## config.mk

```make
export PLATFORM = sky130hd
export DESIGN_NAME = ccff_chain_loader
export DESIGN_NICKNAME = d
export VERILOG_FILES = /design/src/rtl/ccff_chain_loader_pkg.sv /design/src/rtl/ccff_chain_loader_word_serializer.sv /design/src/rtl/ccff_chain_loader.sv
export SDC_FILE = /design/constraint.sdc
export NUM_CORES = 1
export LEC_CHECK = 0
export ABC_CLOCK_PERIOD_IN_PS = 5100
export CAP_MARGIN = 10
export CORE_MARGIN = 1
export CORE_UTILIZATION = 59
export DETAILED_ROUTE_END_ITERATION = 10
export PLACE_DENSITY = 0.85
export SLEW_MARGIN = 5
export SYNTH_ARGS = -nofsm -noshare
export SYNTH_HDL_FRONTEND = slang
export SYNTH_HIERARCHICAL = 1
export SYNTH_SLANG_ARGS = --single-unit
```

## constraint.sdc

```tcl
create_clock -name prog_clk -period 5.1 [get_ports prog_clk]
set_input_delay 0.765 -clock prog_clk [delete_from_list [all_inputs] [get_ports prog_clk]]
set_output_delay 0.765 -clock prog_clk [all_outputs]
set_load 0.02 [all_outputs]
```

## src/rtl/ccff_chain_loader_pkg.sv

```systemverilog
// Shared types and defaults for the configuration-chain loader.
// The state encoding is also used by checkers bound to the loader.
package ccff_loader_pkg;

  typedef enum logic [1:0] {
    IDLE  = 2'd0,
    LOAD  = 2'd1,
    SHIFT = 2'd2,
    DONE  = 2'd3
  } ccff_state_e;

  localparam int unsigned CCFF_CHAIN_LEN_DEF = 18;
  localparam int unsigned CCFF_WORD_W_DEF    = 8;

  // Counter must be able to hold the value n itself, not just n-1.
  function automatic int unsigned cnt_width(input int unsigned n);
    return $clog2(n + 1);
  endfunction

endpackage

```

## src/rtl/ccff_chain_loader_word_serializer.sv

```systemverilog
// Word-wide shift register walked by a bit index, MSB first. Parallel load plus
// index step gives a PISO (bit_o/next_bit_o); with cap_i set it also works as a SIPO.
module ccff_word_serializer #(
  parameter int unsigned W = 8
) (
  input  logic                 clk_i,
  input  logic                 reset_i,
  input  logic                 load_i,
  input  logic [W-1:0]         par_i,
  input  logic                 step_i,
  input  logic                 cap_i,
  input  logic                 ser_i,
  output logic [W-1:0]         par_o,
  output logic [$clog2(W)-1:0] idx_o,
  output logic                 next_bit_o
);

  localparam int unsigned IW = $clog2(W);

  logic [W-1:0]  data_q;
  logic [IW-1:0] idx_q;

  always_ff @(posedge clk_i) begin
    if (reset_i) begin
      data_q <= '0;
      idx_q  <= '0;
    end else if (load_i) begin
      data_q <= par_i;
      idx_q  <= IW'(W - 1);
    end else if (step_i) begin
      if (cap_i) begin
        // First capture of a word clears the rest, so a partial word stays left-aligned.
        if (idx_q == IW'(W - 1)) data_q <= {ser_i, {(W-1){1'b0}}};
        else                     data_q[idx_q] <= ser_i;
      end
      idx_q <= (idx_q == '0) ? IW'(W - 1) : idx_q - IW'(1);
    end
  end

  assign par_o      = data_q;
  assign idx_o      = idx_q;
  assign next_bit_o = data_q[idx_q - IW'(1)];

endmodule

```

## src/rtl/ccff_chain_loader.sv

```systemverilog
// Serializes bitstream words MSB-first onto a configuration chain, one shift-enable per bit.
// Define CCFF_READBACK_EN to also capture the old chain contents from ccff_tail.
module ccff_chain_loader
  import ccff_loader_pkg::*;
#(
  parameter  int unsigned CHAIN_LEN = CCFF_CHAIN_LEN_DEF,
  parameter  int unsigned WORD_W    = CCFF_WORD_W_DEF,
  localparam int unsigned CNT_W     = cnt_width(CHAIN_LEN)
) (
  input  logic              prog_clk,
  input  logic              reset,
  input  logic              start,
  input  logic              abort,
  input  logic [WORD_W-1:0] word_data,
  input  logic              word_valid,
  output logic              word_ready,
  output logic              ccff_head,
  input  logic              ccff_tail,
  output logic              chain_shift_en,
  output logic              busy,
  output logic              done,
  output logic              err
`ifdef CCFF_READBACK_EN
  ,
  output logic [WORD_W-1:0] rb_data,
  output logic              rb_valid,
  input  logic              rb_ready
`endif
);

  // Handshake: a word transfers on a prog_clk edge where word_valid && word_ready;
  // rb_data likewise transfers where rb_valid && rb_ready, and rb_valid holds until then.

  ccff_state_e                 state_q;
  logic [CNT_W-1:0]            cnt_q, cnt_d;
  logic                        word_ready_q, head_q, shift_en_q, done_q, err_q;
  logic                        stall, accept, step, start_acc, last_bit, final_bit, next_bit;
  logic [$clog2(WORD_W)-1:0]   idx;
  logic [WORD_W-1:0]           unused_head_par;

  assign cnt_d     = cnt_q + CNT_W'(1);
  assign final_bit = (cnt_d == CNT_W'(CHAIN_LEN));
  assign last_bit  = (idx == '0);
  assign start_acc = (state_q == IDLE) && start;
  assign accept    = (state_q == LOAD) && word_valid && !stall && !abort;
  assign step      = (state_q == SHIFT) && !stall && !abort;

  ccff_word_serializer #(.W(WORD_W)) u_head (
    .clk_i      (prog_clk),
    .reset_i    (reset),
    .load_i     (accept),
    .par_i      (word_data),
    .step_i     (step),
    .cap_i      (1'b0),
    .ser_i      (1'b0),
    .par_o      (unused_head_par),
    .idx_o      (idx),
    .next_bit_o (next_bit)
  );

  // Outputs are set from the next state so the chain sees them straight from flops.
  always_ff @(posedge prog_clk) begin
    if (reset) begin
      state_q      <= IDLE;
      cnt_q        <= '0;
      word_ready_q <= 1'b0;
      head_q       <= 1'b0;
      shift_en_q   <= 1'b0;
      done_q       <= 1'b0;
      err_q        <= 1'b0;
    end else if (abort && state_q != IDLE) begin
      state_q      <= IDLE;
      err_q        <= 1'b1;
      word_ready_q <= 1'b0;
      head_q       <= 1'b0;
      shift_en_q   <= 1'b0;
      done_q       <= 1'b0;
    end else if (!stall) begin
      word_ready_q <= 1'b0;
      head_q       <= 1'b0;
      shift_en_q   <= 1'b0;
      done_q       <= 1'b0;
      case (state_q)
        IDLE: if (start) begin
          state_q      <= LOAD;
          err_q        <= 1'b0;
          cnt_q        <= '0;
          word_ready_q <= 1'b1;
        end
        LOAD: if (word_valid) begin
          state_q    <= SHIFT;
          shift_en_q <= 1'b1;
          head_q     <= word_data[WORD_W-1];
        end else begin
          word_ready_q <= 1'b1;
        end
        SHIFT: begin
          cnt_q <= cnt_d;
          if (final_bit) begin
            state_q <= DONE;
            done_q  <= 1'b1;
          end else if (last_bit) begin
            state_q      <= LOAD;
            word_ready_q <= 1'b1;
          end else begin
            shift_en_q <= 1'b1;
            head_q     <= next_bit;
          end
        end
        DONE:    state_q <= IDLE;
        default: state_q <= IDLE;
      endcase
    end
  end

`ifdef CCFF_READBACK_EN
  logic                      rb_valid_q, unused_rb_next;
  logic [$clog2(WORD_W)-1:0] unused_rb_idx;

  // Word boundaries of the readback match the input words, so the head index marks them.
  assign stall = rb_valid_q && !rb_ready;

  ccff_word_serializer #(.W(WORD_W)) u_rb (
    .clk_i      (prog_clk),
    .reset_i    (reset),
    .load_i     (start_acc),
    .par_i      ('0),
    .step_i     (step),
    .cap_i      (1'b1),
    .ser_i      (ccff_tail),
    .par_o      (rb_data),
    .idx_o      (unused_rb_idx),
    .next_bit_o (unused_rb_next)
  );

  always_ff @(posedge prog_clk) begin
    if (reset || (abort && state_q != IDLE)) rb_valid_q <= 1'b0;
    else if (!stall)                         rb_valid_q <= step && (last_bit || final_bit);
  end

  assign rb_valid = rb_valid_q;
`else
  logic unused_tail, unused_start_acc;
  assign unused_tail      = ccff_tail;
  assign unused_start_acc = start_acc;
  assign stall            = 1'b0;
`endif

  assign word_ready     = word_ready_q && !stall;
  assign ccff_head      = head_q;
  assign chain_shift_en = shift_en_q;
  assign busy           = (state_q != IDLE);
  assign done           = done_q && !stall && !abort;
  assign err            = err_q;

endmodule

```

==> run metrics <==
DIE AREA about 2800 um2; Synth Register Bits 23; Seq/Total Area, Yosys 0.3019; WL/cell between 10 and 15 um; max incr delay on CP 0.61 ns; leakage power 0.7045 nW; Hold Vio Cnt, Final 0; num rows 18; Post-CTS Setup Inserts 0; setup slack on the worst flop-to-flop path ~2.8 ns; initial antenna violation count 0; Area growth syn-to-layout 14.60%; main combinational cell family by area after synthesis compound AO/OA/AOI/OAI gates; Clk pwr share 0.150; final period utilization 0.5463; final net count roughly 230; Max Fanout on Critical Path 5; Worst EP arrival approximately 2.0 ns; VDD IR max between 0.2 and 0.25 mV; multiplexer share of the synthesized area 0.04840; Detail Placement HPWL around 2400 um; clock buffer depth 2; CTS Buf Count 3; crit-path cells clkdlybuf4s50_1 > nor2b_1 > clkdlybuf4s50_1; core footprint 2455 um2; CP max stage cell clkdlybuf4s50_1; clock sink total 23; Synth Area in XOR/XNOR 0.005742; Sw Share 0.3963; via count approximately 1,400; H-tree level count 1; Synth Area in Compound Gates 0.2568; ant diodes 0; Initial Util 0.6213; RSZ-0062 raised after global routing no; die width ~53 um; fmax approximately 360 MHz; WS Path Type in2out; first-pass GRT wire length ~5400 um; Post-Place Setup Slack roughly 2.2 ns; Total GRT Usage 0.2665; combinational power share 0.441; RD Place Congestion about 0.81; DR pass1 iterations 4; simple-gate share of the synthesized area 0.2371; Crit. End Element primary output; yosys warns 6; cell count after synthesis 183; Power Dens Cells about 340 nW/um2; Clock Latency Late Sink ~0.33 ns; Flop pwr share 0.409; required time worst endpoint between 4 and 5 ns; worst slew pin tran roughly 0.81 ns; clock skew 0.002724 ns; GR Overflow Total 0; Final Setup Violations 0; Root Driver clkbuf_4; PostCTS Resize Cnt 0; most used cell, CP clkdlybuf4s50_1; Pint roughly 0.36 mW; clock slew at reported path FFs 0.13 ns; Hold WC Path Type reg2reg; worst setup margin roughly 2.3 ns; Final Slew Violations 0; I/O pin total 20; PortBufs 18; post-route DRC violation count 0; minimum clock period 2.786 ns; adder-cell share of the synthesized area 0.07383; hold buffers post-CTS 0; Synth cell types 45; status finished, final reports clean; final WL ~3400 um; setup_tns 0 ns; CP Launch Type primary input; antenna violation net count after detailed routing 0; max-cap violations 0; CTS tree done; Via density 6.043; Post-Syn Area around 1500 um2; layout cells sized above 1 0.07317; syn_area_per_cell 8.334 um2; largest net degree at the start of global routing 21; NetSw 0.2380 mW; Max-Slew Margin vs Limit 0.4605; vias in the first global route around 1,300; drt initial violations 35; Die Span Y approximately 53 um
worst max-delay path: cells and delay by family:
kind                   cells  cell delay, ns
AND/OR/NAND/NOR            1            0.15
buffers and inverters      2            1.11
cells in the final DEF (no fill, tap or decap), drive strengths merged, types with 2 or more instances in the layout:
cell type / instances
o21ai: 17
nand4b: 2
nor2: 11
conb: 8
nand2: 8
nor3b: 2
nand3b: 3
or2: 3
ha: 9
inv: 17
nor3: 2
nand3: 7
mux4: 2
nor2b: 7
a221oi: 11
and3b: 3
clkbuf: 3
or3: 2
nand4: 5
a21oi: 13
clkdlybuf4s50: 18
o21a: 2
and2: 3
o211a: 2
o22ai: 5
a21o: 3
dfxtp: 23
cells by family (layout without fill, tap and decap cells):
group	after synthesis	in the layout
AO/OA/AOI/OAI	59	59
XOR/XNOR	1	1
adder cells (fa/ha/maj)	9	9
buffers and inverters	24	39
flip-flops	23	23
multiplexers	4	4
other	1	8
AND/OR/NAND/NOR	62	62
sequential cells by signal, summed over array words and instances (netlist names):
| signal | flops |
|---|---|
| ccff_head | 1 |
| chain_shift_en | 1 |
| cnt_q | 5 |
| done_q | 1 |
| err | 1 |
| state_q | 2 |
| u_head/idx_o | 3 |
| u_head/par_o | 8 |
| word_ready | 1 |
through the flow:
step,utilization,instance area (um2),cells,hold WS (ns),power (mW)
after global routing,0.7120,1748,235,0.5136,0.6356
after CTS,0.7120,1748,235,0.4853,0.5979
after floorplan,-,1551,190,0.4325,0.4403
after global placement,0.7008,1720,231,0.4557,0.4951
after detailed placement,0.7008,1720,231,0.4660,0.5073
final,0.7120,1748,235,0.4859,0.6004
Yosys cell counts (all sizes together):
| cell type | count | area share |
|---|---|---|
| a21boi | 1 | 0.0049 |
| mux2i | 1 | 0.0066 |
| nand3b | 3 | 0.015 |
| buf | 6 | 0.030 |
| nand4 | 5 | 0.021 |
| a311oi | 1 | 0.0057 |
| dfxtp | 23 | 0.30 |
| xnor2 | 1 | 0.0057 |
| mux4 | 2 | 0.034 |
| a32oi | 1 | 0.0057 |
| or3 | 2 | 0.0090 |
| and2 | 3 | 0.016 |
| or2b | 1 | 0.0049 |
| or2 | 3 | 0.012 |
| o31ai | 1 | 0.0049 |
| and3 | 1 | 0.0049 |
| o21ai | 17 | 0.056 |
| nand2 | 8 | 0.020 |
| or3b | 1 | 0.0074 |
| mux2 | 1 | 0.0074 |
| clkbuf | 1 | 0.0025 |
| o41a | 1 | 0.0074 |
| nand2b | 1 | 0.0041 |
| nor2b | 7 | 0.029 |
| ha | 9 | 0.074 |
| nor3b | 2 | 0.0098 |
| and3b | 3 | 0.017 |
| nand4b | 2 | 0.011 |
| o31a | 1 | 0.0057 |
| nand3 | 7 | 0.023 |
| a21oi | 13 | 0.045 |
| o211a | 2 | 0.013 |
| o21a | 2 | 0.0098 |
| a221oi | 11 | 0.063 |
| a21o | 3 | 0.015 |
| conb | 1 | 0.0025 |
| nor2 | 11 | 0.027 |
| inv | 17 | 0.042 |
| nor3 | 2 | 0.0066 |
| o22ai | 5 | 0.021 |
layer usage:
| metal | global-route usage | vias to the layer above | wire length (um) |
|---|---|---|---|
| met2 | 0.4641 | 52 | 1645 |
| met5 | 0 | - | 0 |
| met1 | 0.3145 | 650 | 1514 |
| met4 | 0.1491 | 0 | 74 |
| li1 | - | 710 | - |
| met3 | 0.02609 | 8 | 155 |
final timing paths:
kind,startpoint,cells past startpoint,endpoint
setup / recovery,abort,3,done
hold / removal,u_head/par_o[0],2,u_head/par_o[0]
setup reg to reg,state_q[0],6,u_head/par_o[7]
hold reg to reg,u_head/par_o[0],2,u_head/par_o[0]
final cells by class:
class                           count  area, um2
Clock inverter                      1      5.005
Inverter                           17      63.81
Tap cell                           30      37.54
Multi-Input combinational cell    143      978.4
Fill cell                         203      706.9
Clock buffer                        3      22.52
Timing Repair Buffer               18      180.2
Sequential cell                    23      460.4
power by group through the flow:
stage               clock network [mW]  registers (mW)  logic [mW]
finish                          0.0902           0.246       0.265
global route                    0.0955           0.251       0.289
CTS                             0.0921           0.245       0.260
detailed placement                   0           0.250       0.258
global placement                     0           0.245       0.250
floorplan                            0           0.238       0.203
(Power assumes the default switching activity.)
